### config.mk
export PLATFORM = sky130hd
export DESIGN_NAME = universal_nreg
export DESIGN_NICKNAME = d
export VERILOG_FILES = /design/src/rtl/universal_nreg.sv
export SDC_FILE = /design/constraint.sdc
export NUM_CORES = 1
export LEC_CHECK = 0
export BUFFER_PORTS_ARGS = -buffer_cell sky130_fd_sc_hd__clkbuf_2
export CORE_AREA = 3 3 51 53
export DETAILED_ROUTE_END_ITERATION = 6
export DIE_AREA = 0 0 54 56
export GPL_TIMING_DRIVEN = 0
export PLACE_DENSITY = 0.76
export SLEW_MARGIN = 20
export SYNTH_ARGS = -nofsm -noshare
export SYNTH_HDL_FRONTEND = slang
export SYNTH_SLANG_ARGS = --single-unit
### constraint.sdc
create_clock -name clk -period 1.55 [get_ports clk]
set_clock_uncertainty 0.15 [all_clocks]
set_input_delay 0.2325 -clock clk [delete_from_list [all_inputs] [get_ports clk]]
set_output_delay 0.2325 -clock clk [all_outputs]
set_load 0.02 [all_outputs]
### src/rtl/universal_nreg.sv
// N-bit universal shift register with multi-cycle shift-by-amt sequencer.
// Optional rotate support is enabled by defining UNIVERSAL_NREG_ROTATE_EN.
module universal_nreg #(
  parameter int unsigned N  = 8,
  parameter int unsigned AW = 4
) (
  input  logic          clk,
  input  logic          rst_n,
  input  logic [N-1:0]  I,
  input  logic [1:0]    mode,
  input  logic          start,
  input  logic [AW-1:0] amt,
  input  logic          sin,
`ifdef UNIVERSAL_NREG_ROTATE_EN
  input  logic          rot,
`endif
  output logic [N-1:0]  Q,
  output logic          sout,
  output logic          busy,
  output logic          done
);

  typedef enum logic [0:0] {StIdle, StShift} state_e;

  state_e        state_q, state_d;
  logic [AW-1:0] remaining_q, remaining_d;
  logic          dir_left_q, dir_left_d;
  logic          rot_q, rot_d;
  logic [N-1:0]  q_q, q_d;
  logic          sout_q, sout_d;
  logic          busy_q, busy_d;
  logic          done_q, done_d;
  logic          in_bit;
  logic          cmd_rot;

`ifdef UNIVERSAL_NREG_ROTATE_EN
  assign cmd_rot = rot;
`else
  assign cmd_rot = 1'b0;
`endif

  // Rotate feeds back the bit leaving the register instead of sin.
  always_comb begin
    in_bit = sin;
    if (rot_q) begin
      in_bit = dir_left_q ? q_q[N-1] : q_q[0];
    end
  end

  always_comb begin
    state_d     = state_q;
    remaining_d = remaining_q;
    dir_left_d  = dir_left_q;
    rot_d       = rot_q;
    q_d         = q_q;
    sout_d      = sout_q;
    busy_d      = busy_q;
    done_d      = 1'b0;
    unique case (state_q)
      StIdle: begin
        if (start) begin
          unique case (mode)
            2'b00: ;
            2'b11: begin
              q_d    = I;
              done_d = 1'b1;
            end
            default: begin
              if (amt == '0) begin
                done_d = 1'b1;
              end else begin
                dir_left_d  = (mode == 2'b10);
                rot_d       = cmd_rot;
                remaining_d = amt;
                busy_d      = 1'b1;
                state_d     = StShift;
              end
            end
          endcase
        end
      end
      StShift: begin
        if (dir_left_q) begin
          q_d    = {q_q[N-2:0], in_bit};
          sout_d = q_q[N-1];
        end else begin
          q_d    = {in_bit, q_q[N-1:1]};
          sout_d = q_q[0];
        end
        remaining_d = remaining_q - AW'(1);
        if (remaining_q == AW'(1)) begin
          busy_d  = 1'b0;
          done_d  = 1'b1;
          state_d = StIdle;
        end
      end
      default: state_d = StIdle;
    endcase
  end

  always_ff @(posedge clk or negedge rst_n) begin
    if (!rst_n) begin
      state_q     <= StIdle;
      remaining_q <= '0;
      dir_left_q  <= 1'b0;
      rot_q       <= 1'b0;
      q_q         <= '0;
      sout_q      <= 1'b0;
      busy_q      <= 1'b0;
      done_q      <= 1'b0;
    end else begin
      state_q     <= state_d;
      remaining_q <= remaining_d;
      dir_left_q  <= dir_left_d;
      rot_q       <= rot_d;
      q_q         <= q_d;
      sout_q      <= sout_d;
      busy_q      <= busy_d;
      done_q      <= done_d;
    end
  end

  assign Q    = q_q;
  assign sout = sout_q;
  assign busy = busy_q;
  assign done = done_q;

endmodule
# Yosys cells after proc, flatten, opt, wreduce, memory -nomap -nowiden
# Index checks and enable logic that the tools add are counted.
# Widths: inputs -> output; s select.
[word_totals] elab_cells=50 input_bits=18 out_inout_bits=11 register_bits=17
[classes] reduce_logical=7 n_mux=24 bitwise_logic=3 add_sub_neg=1 n_eq_ne=8
[op_table] op="$mux 8" count=3
[op_table] op="$pmux 8 s2" count=1
[op_table] op="$mux 1" count=12
[op_table] op="$mux 4" count=3
[op_table] op="$pmux 1 s2" count=4
[op_table] op="$pmux 4 s2" count=1
[op_table] op="$reduce_and 4->1" count=2
[op_table] op="$ne 2x2->1 const B" count=3
[op_table] op="$eq 2x2->1 const B" count=2
[op_table] op="$eq 4x1->1 const B" count=1
[op_table] op="$logic_not 4->1" count=1
[op_table] op="$ne 2x1->1 const B" count=2
[op_table] op="$sub 4x1->4 const B" count=1
[op_table] op="$not 1->1" count=3
[op_table] op="$reduce_and 3->1" count=1
[op_table] op="$logic_not 2->1" count=1
[op_table] op="$reduce_and 2->1" count=1
[op_table] op="$reduce_or 2->1" count=1

# Longest topological paths before layout
# Gate-level depths: netlist of run 1.
[depth] word_depth=5 depth_mapped=5 mapped_depth_nobuf=5

# Worst setup path before layout of run 1
# OpenSTA, ideal clock, no wires.
[synth_path] path_type="input-to-reg" from="input mode[0]" to="register dir_left_q" t_required_ns=1.272 arrival_ns=1.311 setup_slack_ns=-0.039 setup_ns=0.128 cell_stages=5 path_buffers=0 path_cell_list="inv_1 -> ha_1 -> nand2b_1 -> nor3_1 -> mux2_1"
[synth_via] elab_chain_cells=4
[synth_lines] element="from (decl)" line="10" source="input logic [1:0] mode,"
[synth_lines] element="$eq 2x2->1 / $logic_not 2->1 (equally long branches)" line="62" source="unique case (mode)"
[synth_lines] element="$reduce_or 2->1 (no line)"
[synth_lines] element="$not 1->1 (no line)"
[synth_lines] element="$reduce_and 4->1 (no line)"
[synth_lines] element="to (signal assigned)" line="114" source="dir_left_q <= dir_left_d;"
[synth_lines] element="to (decl)" line="27" source="logic dir_left_q, dir_left_d;"
# Parallel ways exist; a longest one is shown, timed or not.
# A chain may end at the register's enable or synchronous reset.

# Worst setup path in the final report of run 1
[layout_path] from="register remaining_q[1]" to="register busy_q, in the netlist busy"
[layout_via] elab_chain_cells=3
[layout_lines] element="from (decl)" line="26" source="logic [AW-1:0] remaining_q, remaining_d;"
[layout_lines] element="from (signal assigned)" line="113" source="remaining_q <= remaining_d;"
[layout_lines] element="$eq 4x1->1" line="91" source="if (remaining_q == AW'(1)) begin"
[layout_lines] element="$ne 2x1->1 (no line)"
[layout_lines] element="$reduce_and 4->1 (no line)"
[layout_lines] element="to (signal assigned)" line="118" source="busy_q <= busy_d;"
[layout_lines] element="to (decl)" line="31" source="logic busy_q, busy_d;"
# No other way between the ends.

==> results.cfg, run 1 <==
[critical_path]
startpoint = remaining_q[1]
path_max_fanout = 3
path_cells = inv_2 -> ha_1 -> or4b_4 -> a21o_1
crit_end = busy
cp.arrival_ns = 1.55
rrSetupSlack_ns = 0.04
rr_endpoint = busy
crit_path_start_kind = flip-flop
reg2regPathDepth = 4
worstReg2RegStart = remaining_q[1]
slowest_delay_ns = 0.47
cp_slowest_cell = or4b_4
end_kind = flip-flop
cp_data_required_time_ns = 1.59
crit_type = reg2reg

[placement]
place_ws_ns = -0.2425
place_inst = 152
place_area_sq_um = 1154
dp_hpwl_mm = 1.721
gp_congestion = 0.8325
port_buffers = 28

[power_and_ir_drop]
p_int_mw = 1.285
leakage_nw = 0.5732
peakVddDrop_mv = 0.9450
switchingPower_mw = 0.9918
comb_power_share_pct = 51.5
power_density_nw_per_um2 = 1876
p_seq_share_pct = 38.0
clkPwrFrac_pct = 10.5
sw_frac_of_total_pct = 43.56

[clock_network]
cts_tree = done
cts_made_buffers = 3
cts_max_level = 1
cts_max_path_buffers = 2
clk_latency_ns = 0.29
cts_root_buf = clkbuf_4
cts.sinks = 17
clk_pin_slew_ns = 0.10

[routing]
drtAntennaViolNets = 0
wirelength_mm = 2.312
drt-initial-drc-count = 20
viasPerCell = 5.556
dr.pass1.iters = 4
drt-wirelength-per-cell_um = 14.45
drc = 0
vias = 889

[timing]
hold_viol = 0
finalCriticalPeriod_ns = 1.511
slew_headroom_pct = 66.69
finalMaxSlewViolations = 0
max_clock_freq_ghz = 0.6619
timing.final.crit_share_pct = 97.47
setup_viol = 0
setup_ws_ns = 0.03915
tightest_slew_ns = 0.4996
hold_slack_ns = 0.1108
fin_tns_setup_ns = 0

[logic_synthesis]
synth_cells = 96
yosysWarningCount = 0
synth_area_sq_um = 973.4
syn_nets = 118
synth_area_per_cell_sq_um = 10.14
synth-seq-area-share_pct = 43.70
synth.ff_latch_count = 17
yosys.cell_types.count = 26

[cells_and_area]
drive_gt1_share_pct = 31.82
stdcell_count = 160
design_area_sq_um = 1214
area_growth_pct = 24.68
num_antenna_cells = 0
final_nets = 155

[grt]
grt_max_degree = 18
grt_pass1_vias = 848
grt_pass1_wl_mm = 3.753
overflow = 0
antenna_found_initial = 0
gr-usage-all-layers_pct = 16.48

[floorplan]
die_y_um = 56
rows = 17
core_sq_um = 2191
die_w_um = 54
start_util_pct = 44.43
dieArea_sq_um = 3024
io_pins = 29

[worst_hold_path]
worstHoldPathType = in2reg

[run_status]
outcome = complete, no violations

[job]
max_cap_violations = 0
## routing by layer
| metal | GRT usage [%] | part of all wire (%) |
|---|---|---|
| met1 | 20.84 | 42 |
| met2 | 26.82 | 51 |
| met3 | 1.609 | 4.5 |
| met4 | 8.541 | 2.1 |
| met5 | 0 | 0 |
## cells by family (layout without fill, tap and decap cells)
| group | Yosys count | after routing | share of synthesized area [%] |
|---|---|---|---|
| compound gates | 32 | 32 | 20.05 |
| simple gates | 21 | 21 | 13.50 |
| flops | 17 | 17 | 43.70 |
| mux | 11 | 11 | 11.44 |
| buf+inv | 9 | 45 | 4.369 |
| fa+ha+maj | 4 | 4 | 5.142 |
| xor+xnor | 2 | 2 | 1.800 |
## flip-flops by register name, summed over array words and instances (netlist names)
signal	count
state_q	1
busy	1
remaining_q	4
dir_left_q	1
done	1
Q	8
sout	1
## per-stage QoR
step / utilization, % / power (mW)
after global placement: 52.66 / 1.927
after CTS: 54.31 / 2.223
after floorplan: - / 1.626
after global routing: 55.40 / 2.444
final: 55.40 / 2.277
after detailed placement: 52.66 / 1.982
## cell usage in the layout, fill, tap and decap left out, types with 4 or more instances in the layout
cell type	count
nor3_1	4
clkbuf_2	28
ha_1	4
a21oi_1	13
a211oi_1	9
clkbuf_1	4
mux2i_1	10
and3_1	8
dfrtp_1	16
## power groups by stage
stage          Combinational [mW]  Sequential (mW)  Clock, mW
2_1_floorplan               0.644            0.982          0
6_report                     1.17            0.864      0.240
3_5_place_dp                 1.12            0.864          0
3_3_place_gp                 1.07            0.853          0
5_1_grt                      1.28            0.896      0.264
4_1_cts                      1.12            0.854      0.244
## worst max-delay path, delay by kind of cell (launching register included)
family / cells / cell delay (ns)
adder cells (fa/ha/maj): 1 / 0.14
buffers and inverters: 1 / 0.07
AND/OR/NAND/NOR: 1 / 0.47
flip-flops: 1 / 0.40
AO/OA/AOI/OAI: 1 / 0.19
## synth_stat cells (all sizes together)
cell type / n / area (sq um)
a211oi: 9 / 67.56
a21o: 1 / 7.510
a21oi: 13 / 65.06
a22oi: 3 / 22.52
and2: 1 / 6.260
and3: 8 / 50.05
buf: 2 / 16.26
clkbuf: 3 / 11.26
dfrtp: 17 / 425.4
ha: 4 / 50.05
inv: 4 / 15.01
mux2: 1 / 11.26
mux2i: 10 / 100.1
nand2: 2 / 7.510
nand2b: 1 / 6.260
nor2: 1 / 3.750
nor2b: 1 / 6.260
nor3: 5 / 25.02
nor4: 1 / 12.51
o21ai: 5 / 25.02
o31ai: 1 / 7.510
or4b: 1 / 13.76
xnor2: 2 / 17.52
## layout make-up
| type | instances | area (sq um) |
|---|---|---|
| Fill cell | 206 | 977.2 |
| Multi-Input combinational cell | 70 | 510.5 |
| Sequential cell | 17 | 426.7 |
| Timing Repair Buffer | 32 | 172.7 |
| Tap cell | 28 | 35.03 |
| Buffer | 5 | 27.53 |
| Clock buffer | 4 | 26.28 |
| Inverter | 4 | 15.01 |
## repair_timing
| action | 4_1_cts | 5_1_grt |
|---|---|---|
| gates resized for setup | 0 | 2 |
| hold buffers | 1 | 0 |
| hold endpoints to repair | 17 | 0 |
| setup buffers | 0 | 3 |
| setup endpoints to repair | 0 | 1 |
## worst min-delay path by stage
stage	from	to	slack, ns	depth (start not counted)
6_report	sin	Q[0]	0.11	3
5_1_grt	sin	Q[7]	0.14	3
4_1_cts	sin	Q[7]	0.11	3
3_5_place_dp	rst_n	busy	0.04	1
3_3_place_gp	rst_n	busy	0.04	1
2_1_floorplan	rst_n	Q[0]	-0.21	0
No activity file was read; power rests on OpenSTA's default activity.
==> inputs of run 2 (changes only) <==
--- a/config.mk
+++ b/config.mk
@@ -5,7 +5,7 @@
 export SDC_FILE = /design/constraint.sdc
 export NUM_CORES = 1
 export LEC_CHECK = 0
-export BUFFER_PORTS_ARGS = -buffer_cell sky130_fd_sc_hd__clkbuf_2
+export BUFFER_PORTS_ARGS = -buffer_cell sky130_fd_sc_hd__buf_2
 export CORE_AREA = 3 3 51 53
 export DETAILED_ROUTE_END_ITERATION = 6
 export DIE_AREA = 0 0 54 56
==> constraint.sdc (replaced) <==
create_clock -name clk -period 1.55 [get_ports clk]
set_clock_uncertainty 0.15 [all_clocks]
set_input_delay 0.155 -clock clk [delete_from_list [all_inputs] [get_ports clk]]
set_output_delay 0.155 -clock clk [all_outputs]
set_load 0.02 [all_outputs]
==> run 2 against run 1 <==
Net effect: worst hold slack got worse by 0.096 ns; setup slack improved by 0.0075 ns; global-route usage decreased by 0.26 points.
==> results.cfg, run 2 (synthesis results as in run 1) <==
[timing]
setup_viol = 0
timing.final.crit_share_pct = 96.99
hold_slack_ns = 0.01448
finalCriticalPeriod_ns = 1.503
finalMaxSlewViolations = 0
max_clock_freq_ghz = 0.6652
slew_headroom_pct = 68.85
fin_tns_setup_ns = 0
tightest_slew_ns = 0.4673
setup_ws_ns = 0.04665
hold_viol = 0

[clock_network]
cts_max_path_buffers = 2
clk_latency_ns = 0.30
cts_made_buffers = 3
cts_root_buf = clkbuf_4
clk_pin_slew_ns = 0.10
cts_max_level = 1
cts.sinks = 17
cts_resized = 0
cts_tree = done

[power_and_ir_drop]
leakage_nw = 0.5694
peakVddDrop_mv = 0.8647
power_density_nw_per_um2 = 1871
power_mw = 2.261

[cells_and_area]
utilization_pct = 55.17
mostFrequentLayoutCells = buf_2, dfrtp_1, a21oi_1
final_nets = 155
final_common_cell = buf_2
num_antenna_cells = 0
largest_reg_flops = 8
area_growth_pct = 24.16
drive_gt1_share_pct = 30.30

[run_status]
outcome = complete, no violations

[worst_hold_path]
worstHoldPathType = in2reg
hold_depth = 3
holdPathEnd = Q[0]
hp-start = sin

[placement]
place_ws_ns = -0.2186
port_buffers = 28
gp_congestion = 0.8500

[floorplan]
io_pins = 29
die_w_um = 54
start_util_pct = 44.43
rows = 17
dieArea_sq_um = 3024
die_y_um = 56
core_sq_um = 2191

[routing]
viasPerCell = 5.569
dr.pass1.iters = 4
wirelength_mm = 2.283
vias = 891
drtAntennaViolNets = 0
drt-initial-drc-count = 26
drt-wirelength-per-cell_um = 14.27
drc = 0

[grt]
grt_pass1_wl_mm = 3.629
grt_max_degree = 18
grt_pass1_vias = 813
overflow = 0
antenna_found_initial = 0
gr-usage-all-layers_pct = 16.22

[critical_path]
rr_endpoint = busy
path_max_fanout = 3
worstReg2RegStart = remaining_q[1]
cp.arrival_ns = 1.56
rrSetupSlack_ns = 0.05
end_kind = flip-flop
reg2regPathDepth = 4
cp_data_required_time_ns = 1.60
crit_path_start_kind = flip-flop
crit_type = reg2reg

[job]
max_cap_violations = 0
run 2: cell type report:
| class | instances | area [sq um] |
|---|---|---|
| fillers | 202 | 982.2 |
| flip-flops and latches | 17 | 425.4 |
| multi-input cells | 70 | 505.5 |
| clock inverters | 1 | 5.005 |
| inverters | 4 | 15.01 |
| clock buffers | 3 | 22.52 |
| repair buffers | 32 | 172.7 |
| well taps | 28 | 35.03 |
| plain buffers | 5 | 27.53 |
run 2: worst max-delay path by stage:
| stage | from | end | depth (start not counted) |
|---|---|---|---|
| after floorplan | mode[0] | dir_left_q | 5 |
| after global placement | mode[0] | dir_left_q | 6 |
| after detailed placement | mode[0] | dir_left_q | 6 |
| after CTS | remaining_q[1] | busy | 4 |
| after global routing | remaining_q[1] | busy | 4 |
| final | remaining_q[1] | busy | 4 |
run 2: layer usage:
layer	part of all wire, %	up-vias	GRT usage, %	wire length, um
met2	50	27	25.43	1139
met4	3.7	0	8.541	84
met5	0	-	0	0
met1	42	427	20.88	969
li1	-	430	-	-
met3	3.9	7	2.413	90
run 2: repair_timing:
| item | CTS | global route |
|---|---|---|
| hold buffers | 1 | 0 |
| hold endpoints to repair | 17 | 0 |
| setup endpoints to repair | 0 | 1 |
| buffers inserted | 0 | 3 |
run 2: through the flow:
step / cell area [sq um] / cells
after floorplan: 973.4 / 96
after global placement: 1149 / 152
after detailed placement: 1149 / 152
after CTS: 1186 / 157
after global routing: 1209 / 160
final: 1209 / 160
run 2: power breakdown:
part | internal, mW | switching [mW] | leakage (nW) | total [mW]
registers | 0.663 | 0.192 | 0.191 | 0.855
clock network | 0.0965 | 0.152 | 0.0177 | 0.248
logic | 0.517 | 0.640 | 0.360 | 1.16
total | 1.28 | 0.984 | 0.569 | 2.26
run 2: critical path: stages, from the launching register on:
cell     delay [ns]
dfrtp_1        0.39
inv_1          0.08
ha_1           0.13
or4b_4         0.47
a21o_1         0.19
==> inputs of run 3 (changes only) <==
==> constraint.sdc (replaced) <==
create_clock -name clk -period 1.55 [get_ports clk]
set_clock_uncertainty 0.15 [all_clocks]
set_input_delay 0.0775 -clock clk [delete_from_list [all_inputs] [get_ports clk]]
set_output_delay 0.0775 -clock clk [all_outputs]
set_load 0.02 [all_outputs]
==> run 3 against run 2 <==
Net effect: maximum frequency barely moved; core utilization rose by 1.8 points; flip-flop and latch count did not move; wire length rose by 2.3%.
==> results.cfg, run 3 (synthesis results as in run 1) <==
[run_status]
outcome = complete, no violations

[routing]
drt-initial-drc-count = 21
vias = 917
drtAntennaViolNets = 0
viasPerCell = 5.626
wirelength_mm = 2.336
drt-wirelength-per-cell_um = 14.33
drc = 0
dr.pass1.iters = 4

[critical_path]
worstReg2RegStart = remaining_q[0]
path_cells = ha_1 -> or4b_4 -> a21o_1
crit_type = reg2reg
end_kind = flip-flop
cp_slowest_cell = or4b_4
cp.arrival_ns = 1.55
startpoint = remaining_q[0]
crit_end = busy
cp_num_buf_inv = 0
path_max_fanout = 5
rrSetupSlack_ns = 0.05
reg2regPathDepth = 3
crit_cells = 3
slowest_delay_ns = 0.46
critPathTopFamily = simple AND/OR/NAND/NOR gates
crit_path_start_kind = flip-flop
cp_data_required_time_ns = 1.59
rr_endpoint = busy

[power_and_ir_drop]
p_int_mw = 1.282
comb_power_share_pct = 51.5
p_seq_share_pct = 37.8
sw_frac_of_total_pct = 43.39
leakage_nw = 0.5835
switchingPower_mw = 0.9828
clkPwrFrac_pct = 10.7
power_mw = 2.265
power_density_nw_per_um2 = 1816
peakVddDrop_mv = 0.8639

[grt]
grt_pass1_vias = 814
overflow = 0
gr-usage-all-layers_pct = 16.06
grt_pass1_wl_mm = 3.643
antenna_found_initial = 0
grt_max_degree = 18

[clock_network]
cts.sinks = 17
clk_pin_slew_ns = 0.11
cts_tree = done
cts_root_buf = clkbuf_4
cts_made_buffers = 3
cts_max_level = 1
cts_max_path_buffers = 2
clk_latency_ns = 0.29

[cells_and_area]
largest_reg_flops = 8
mostFrequentLayoutCells = buf_2, dfrtp_1, a21oi_1
final_nets = 158
final_common_cell = buf_2
num_antenna_cells = 0
drive_gt1_share_pct = 29.63
area_growth_pct = 28.15
utilization_pct = 56.94

[floorplan]
io_pins = 29
die_y_um = 56
die_w_um = 54
start_util_pct = 44.43
dieArea_sq_um = 3024
core_sq_um = 2191
rows = 17

[placement]
port_buffers = 28
gp_congestion = 0.8500

[timing]
hold_viol = 0
finalMaxSlewViolations = 0
tightest_slew_ns = 0.4678
setup_viol = 0
slew_headroom_pct = 68.82
timing.final.crit_share_pct = 97.03
max_clock_freq_ghz = 0.6649
finalCriticalPeriod_ns = 1.504
hold_slack_ns = 0.01004
fin_tns_setup_ns = 0

[job]
max_cap_violations = 0

[worst_hold_path]
worstHoldPathType = in2reg
run 3: changes by cell type in the layout (fill, tap and decap cells not counted), sizes merged:
| cell | delta |
|---|---|
| dlygate4sd3 | +3 |
run 3: stage by stage:
| step | setup slack [ns] | instances | area [sq um] |
|---|---|---|---|
| 6_report | 0.04602 | 163 | 1247 |
| 5_1_grt | -0.006023 | 163 | 1247 |
| 4_1_cts | 0.005463 | 160 | 1216 |
| 3_5_place_dp | -0.1411 | 152 | 1149 |
| 3_3_place_gp | -0.1025 | 152 | 1149 |
| 2_1_floorplan | 0.1005 | 96 | 973.4 |
run 3: power groups by stage:
stage / logic [mW] / clock network (mW) / registers [mW]
floorplan: 0.640 / 0 / 0.982
global placement: 1.07 / 0 / 0.848
detailed placement: 1.10 / 0 / 0.861
CTS: 1.12 / 0.251 / 0.852
global route: 1.29 / 0.265 / 0.879
finish: 1.17 / 0.242 / 0.855
run 3: layout make-up:
type,instances,area [sq um]
fillers,196,943.4
multi-input cells,70,514.2
flip-flops and latches,17,425.4
repair buffers,35,202.7
well taps,28,35.03
plain buffers,5,27.53
clock buffers,3,22.52
inverters,4,15.01
clock inverters,1,5.005
run 3: worst register-to-register path, cell delays in order, from the launching register on:
cell and delay, ns:
dfrtp_1 0.44, ha_1 0.17, or4b_4 0.46, a21o_1 0.19
run 3: layer usage:
layer / wire (um) / GRT usage [%]
met1: 934 / 21.04
met2: 1218 / 25.78
met3: 107 / 2.413
met4: 75 / 6.406
met5: 0 / 0
run 3: how the worst min path moves through the flow:
| stage | start | endpoint | slack [ns] | depth (start not counted) |
|---|---|---|---|---|
| final | I[6] | Q[6] | 0.01 | 4 |
| after global routing | mode[1] | dir_left_q | 0.01 | 3 |
| after CTS | I[6] | Q[6] | 0.004 | 4 |
| after detailed placement | rst_n | state_q | -0.13 | 1 |
| after global placement | rst_n | state_q | -0.13 | 1 |
| after floorplan | rst_n | Q[0] | -0.37 | 0 |
run 3: timing repair:
item	CTS	global route
hold buffers	4	0
setup buffers	0	3
endpoints found under the setup margin	0	2
hold endpoints to repair	21	0
resized for setup	0	1
